## src/rtl/pulse_stretch_pkg.sv

```systemverilog
// Shared types for the LED pulse stretcher.
package pulse_stretch_pkg;

  typedef enum logic [1:0] {
    IDLE = 2'd0,
    ON   = 2'd1,
    GAP  = 2'd2
  } state_t;

endpackage

```

## src/rtl/pulse_stretch_edge_detect.sv

```systemverilog
// Rising-edge detector with a configurable reset value for the history flop.
module edge_detect #(
  parameter logic RESET_VAL = 1'b1
) (
  input  logic clk,
  input  logic reset,
  input  logic sig,
  output logic rise
);

  logic sig_q;

  always_ff @(posedge clk or negedge reset) begin
    if (!reset) sig_q <= RESET_VAL;
    else        sig_q <= sig;
  end

  assign rise = sig & ~sig_q;

endmodule

```

## src/rtl/pulse_stretch.sv

```systemverilog
// Stretches single-cycle events into visible ON/GAP LED pulses, queueing extras.
//
// state | meaning
// IDLE  | nothing to show, waiting for an event
// ON    | LED lit, counting 2^N cycles
// GAP   | LED dark, counting 2^N cycles before the next pulse may start
module pulse_stretch
  import pulse_stretch_pkg::*;
#(
  parameter int N = 11,
  parameter int Q = 3
) (
  input  logic         clk,
  input  logic         reset,
  input  logic         event_in,
  input  logic         clear_dropped,
  output logic         led_out,
  output logic         busy,
  output logic [Q-1:0] pending,
  output logic         dropped
);

  localparam logic [Q-1:0] PEND_MAX = {Q{1'b1}};
  localparam logic [N-1:0] CNT_LAST = {N{1'b1}};

  state_t         state;
  logic [N-1:0]   cnt;
  logic           evt_edge;
  logic           phase_end;
  logic           gap_end;
  logic           ev_queue;
  logic           drop_set;

  // History flop resets high so a level held through reset release is ignored.
  edge_detect #(.RESET_VAL(1'b1)) u_edge (
    .clk   (clk),
    .reset (reset),
    .sig   (event_in),
    .rise  (evt_edge)
  );

  assign phase_end = (cnt == CNT_LAST);
  assign gap_end   = (state == GAP) && phase_end;
  assign ev_queue  = evt_edge && (state != IDLE) && !gap_end;
  assign drop_set  = ev_queue && (pending == PEND_MAX);

  always_ff @(posedge clk or negedge reset) begin
    if (!reset) begin
      state   <= IDLE;
      cnt     <= '0;
      led_out <= 1'b0;
      busy    <= 1'b0;
    end else begin
      case (state)
        IDLE: begin
          if (evt_edge) begin
            state   <= ON;
            cnt     <= '0;
            led_out <= 1'b1;
            busy    <= 1'b1;
          end
        end
        ON: begin
          if (phase_end) begin
            state   <= GAP;
            cnt     <= '0;
            led_out <= 1'b0;
          end else begin
            cnt <= cnt + 1'b1;
          end
        end
        GAP: begin
          if (phase_end) begin
            cnt <= '0;
            if ((pending != '0) || evt_edge) begin
              state   <= ON;
              led_out <= 1'b1;
            end else begin
              state <= IDLE;
              busy  <= 1'b0;
            end
          end else begin
            cnt <= cnt + 1'b1;
          end
        end
        default: begin
          state   <= IDLE;
          cnt     <= '0;
          led_out <= 1'b0;
          busy    <= 1'b0;
        end
      endcase
    end
  end

  // An edge landing exactly at GAP-end is consumed directly, so the queue holds.
  always_ff @(posedge clk or negedge reset) begin
    if (!reset) begin
      pending <= '0;
    end else if (ev_queue) begin
      if (pending != PEND_MAX) pending <= pending + 1'b1;
    end else if (gap_end && (pending != '0) && !evt_edge) begin
      pending <= pending - 1'b1;
    end
  end

  always_ff @(posedge clk or negedge reset) begin
    if (!reset)             dropped <= 1'b0;
    else if (drop_set)      dropped <= 1'b1;
    else if (clear_dropped) dropped <= 1'b0;
  end

endmodule

```

## config.mk

```make
export PLATFORM = sky130hd
export DESIGN_NAME = pulse_stretch
export DESIGN_NICKNAME = d
export VERILOG_FILES = /design/src/rtl/pulse_stretch_pkg.sv /design/src/rtl/pulse_stretch_edge_detect.sv /design/src/rtl/pulse_stretch.sv
export SDC_FILE = /design/constraint.sdc
export NUM_CORES = 1
export LEC_CHECK = 0
export BUFFER_PORTS_ARGS = -buffer_cell sky130_fd_sc_hd__buf_2
export CORE_MARGIN = 3
export CORE_UTILIZATION = 30
export CTS_CLUSTER_DIAMETER = 100
export DETAILED_ROUTE_END_ITERATION = 16
export PLACE_DENSITY = 0.54
export SLEW_MARGIN = 10
export SYNTH_ARGS = -nofsm -noshare
export SYNTH_HDL_FRONTEND = slang
export SYNTH_SLANG_ARGS = --single-unit
```

## constraint.sdc

```tcl
create_clock -name clk -period 1.9 [get_ports clk]
set_input_delay 0.285 -clock clk [delete_from_list [all_inputs] [get_ports clk]]
set_output_delay 0.285 -clock clk [all_outputs]
set_load 0.02 [all_outputs]
```

==> results_dict.tcl <==
set metrics [dict create \
    status "completed" \
    row_count 22 \
    die_x_um 69.5 \
    wl_per_cell_um 13.7 \
    clockBufferDepth 2 \
    antenna_found_initial 0 \
    synth_area_leader_cell "dfrtp_1" \
    worstPathMaxFanout 2 \
    cts_root_buf "clkbuf_8" \
    mostFrequentLayoutCells "19 x dfrtp_1, 16 x buf_4, 12 x nand2_1, 12 x nor2_1, 9 x buf_2" \
    finClkSkew_ns 0.00426 \
    ant_nets 0 \
    layout_commonest_cell "dfrtp_1" \
    setup_viol 0 \
    nets 159 \
    avgSynthCellArea_um2 9.85 \
    clk_pin_slew_worst_paths_ns 0.08 \
    synth_flop_cell "dfrtp_1" \
    yosys_warnings 0 \
    die_y_um 69.5 \
    dpl.cell_count 190 \
    synth_edf_count 0 \
    path_cells "ha_2 > and4_4 > nand4_4 > nand2_2 > fa_2 > mux2_1" \
    antenna_cells 0 \
    ioPinCount 10 \
    grt_pass1_wl_mm 4.71 \
    place_worst_setup_slack_ns 0.00699 \
    synth_top_area_share_pct 39.3 \
    fin_cells 196 \
    num_vias 990 \
    synth-async-reset-ratio_pct 100 \
    synth_nets 133 \
    tightest_slew_ns 0.500 \
    yosys.cell_types.count 42 \
    synthToLayoutAreaGrowth_pct 23.8 \
    fin_ws_ns 0.0709 \
    power.leakage_nw 0.648 \
    grt_usage_pct 12.0 \
    critPathSlowestCell "fa_2" \
    synth_cells 123 \
    slew_headroom_pct 65.8 \
    path_buf_inv 0 \
    core_um2 3770 \
    viasPerCell 5.05 \
    crit_type "reg -> reg" \
    hold_viol 0 \
    numCtsBuffers 3 \
    yosysSeqAreaShare_pct 41.4 \
    die_area_um2 4840 \
    portBuffers 9 \
    critical_path.endpoint_type "register" \
    grt_max_degree 21 \
    globalplace.congestion 0.860 \
    peakVddDrop_v 0.000416 \
    dp.final_hpwl_mm 1.93 \
    dr.first_iter.drc_count 42 \
    start_kind "register" \
    synthTopCellsByArea "dfrtp_1 39%, ha_1 5.2%, xnor2_1 4.3%" \
    hold_class "in -> reg" \
    p_per_area_nw_per_um2 1090 \
    ys_ff_latch 20 \
    h-tree-depth 1 \
    required_ns 2.05 \
    grt.overflow.total 0 \
    cts.sinks 20 \
    drt-pass1-iter-count 4 \
    worst_skew_pair.late_latency_ns 0.26 \
    routed_wl_mm 2.68 \
    fillCellCount 382 \
    post-route-drc-count 0 \
    syn_area_um2 1210 \
    rsz0062_at_grt "yes" \
    layout-drive-gt1-share_pct 29.7 \
    fin_crit_ns 1.83 \
    grt_pass1_vias 996 \
    slowest_delay_ns 0.43 \
    initial_core_util_pct 32.1 \
    post-route-period-util_pct 96.3 \
    cap_violations 0 \
    timing.fmax_mhz 547 \
    cts_tree "yes" \
    slew_viol_final 0 \
    cp_top_family "adder cells" \
    arrival_ns 1.98 \
]
worst reg2reg max path, cell delays in order, from the launching register on:
cell	delay (ns)
dfrtp_1	0.37
ha_2	0.18
and4_4	0.24
nand4_4	0.11
nand2_2	0.09
fa_2	0.43
mux2_1	0.29
cell families after synthesis:
| group | count (synthesis) | share of synthesized area, % |
|---|---|---|
| simple gates | 50 | 22.5 |
| compound gates | 24 | 15.5 |
| flops | 20 | 41.4 |
| buf+inv | 12 | 4.34 |
| xor+xnor | 8 | 5.79 |
| fa+ha+maj | 6 | 6.82 |
| mux | 3 | 3.62 |
flip-flops by register name, indices dropped and copies added, names as in the netlist:
signal and flops:
busy 1, cnt 11, dropped 1, led_out 1
pending 3, state 2, u_edge.sig_q 1
report_power, final:
group / switching (mW) / leakage (nW) / internal [mW] / total (mW)
Combinational: 0.426 / 0.363 / 0.306 / 0.733
Sequential: 0.0939 / 0.262 / 0.515 / 0.609
Clock: 0.145 / 0.0228 / 0.150 / 0.295
per-stage QoR:
stage | hold slack (ns) | total power, mW | utilization [%] | TNS (ns) | area (um2)
final | 0.158 | 1.64 | 39.7 | 0 | 1500
after global routing | 0.140 | 1.77 | 39.7 | -0.0907 | 1500
after CTS | 0.145 | 1.62 | 38.9 | 0 | 1470
after detailed placement | 0.270 | 1.30 | 37.4 | 0 | 1410
after global placement | 0.260 | 1.28 | 37.4 | 0 | 1410
after floorplan | -0.0106 | 1.07 | - | 0 | 1220
final timing paths:
| path | startpoint | to | slack, ns | cells after the start |
|---|---|---|---|---|
| setup / recovery | cnt[0] | pending[1] | 0.07 | 6 |
| hold / removal | event_in | u_edge.sig_q | 0.16 | 1 |
| setup reg to reg | cnt[0] | pending[1] | 0.07 | 6 |
| hold reg to reg | led_out | led_out | 0.51 | 2 |
| max in group asynchronous | reset | u_edge.sig_q | 1.05 | 2 |
| min in group asynchronous | reset | cnt[4] | 0.50 | 2 |
Yosys cell counts (3+ instances only):
cell,instances
xnor2_1,6
nand3_1,8
nand2_1,13
inv_1,7
o21ai_0,3
a21oi_1,3
nand4_1,3
nor2_1,12
ha_1,5
a211oi_1,3
buf_2,3
dfrtp_1,19
routing by layer:
layer  vias to the layer above  routed length (um)  global-route usage [%]
li1                        488                   -                       -
met1                       482                1290                    15.7
met2                        15                1240                    18.1
met3                         5                 118                    3.91
met4                         0                  35                    4.56
met5                         -                   0                       0
what timing repair did:
item	CTS	global route
buffers inserted	0	1
endpoints found under the setup margin	1	3
pin swaps	0	3
gates resized for setup	1	7
hold buffers	1	0
endpoints found under the hold margin	19	0
area by class of cell:
class	instances	area (um2)	share of cell area, %
multi-input cells	91	691	46.1
flip-flops and latches	20	502	33.5
repair buffers	26	175	11.7
well taps	48	60.1	4.01
clock buffers	4	45.0	3.01
inverters	7	26.3	1.75
(Power assumes the default switching activity.)
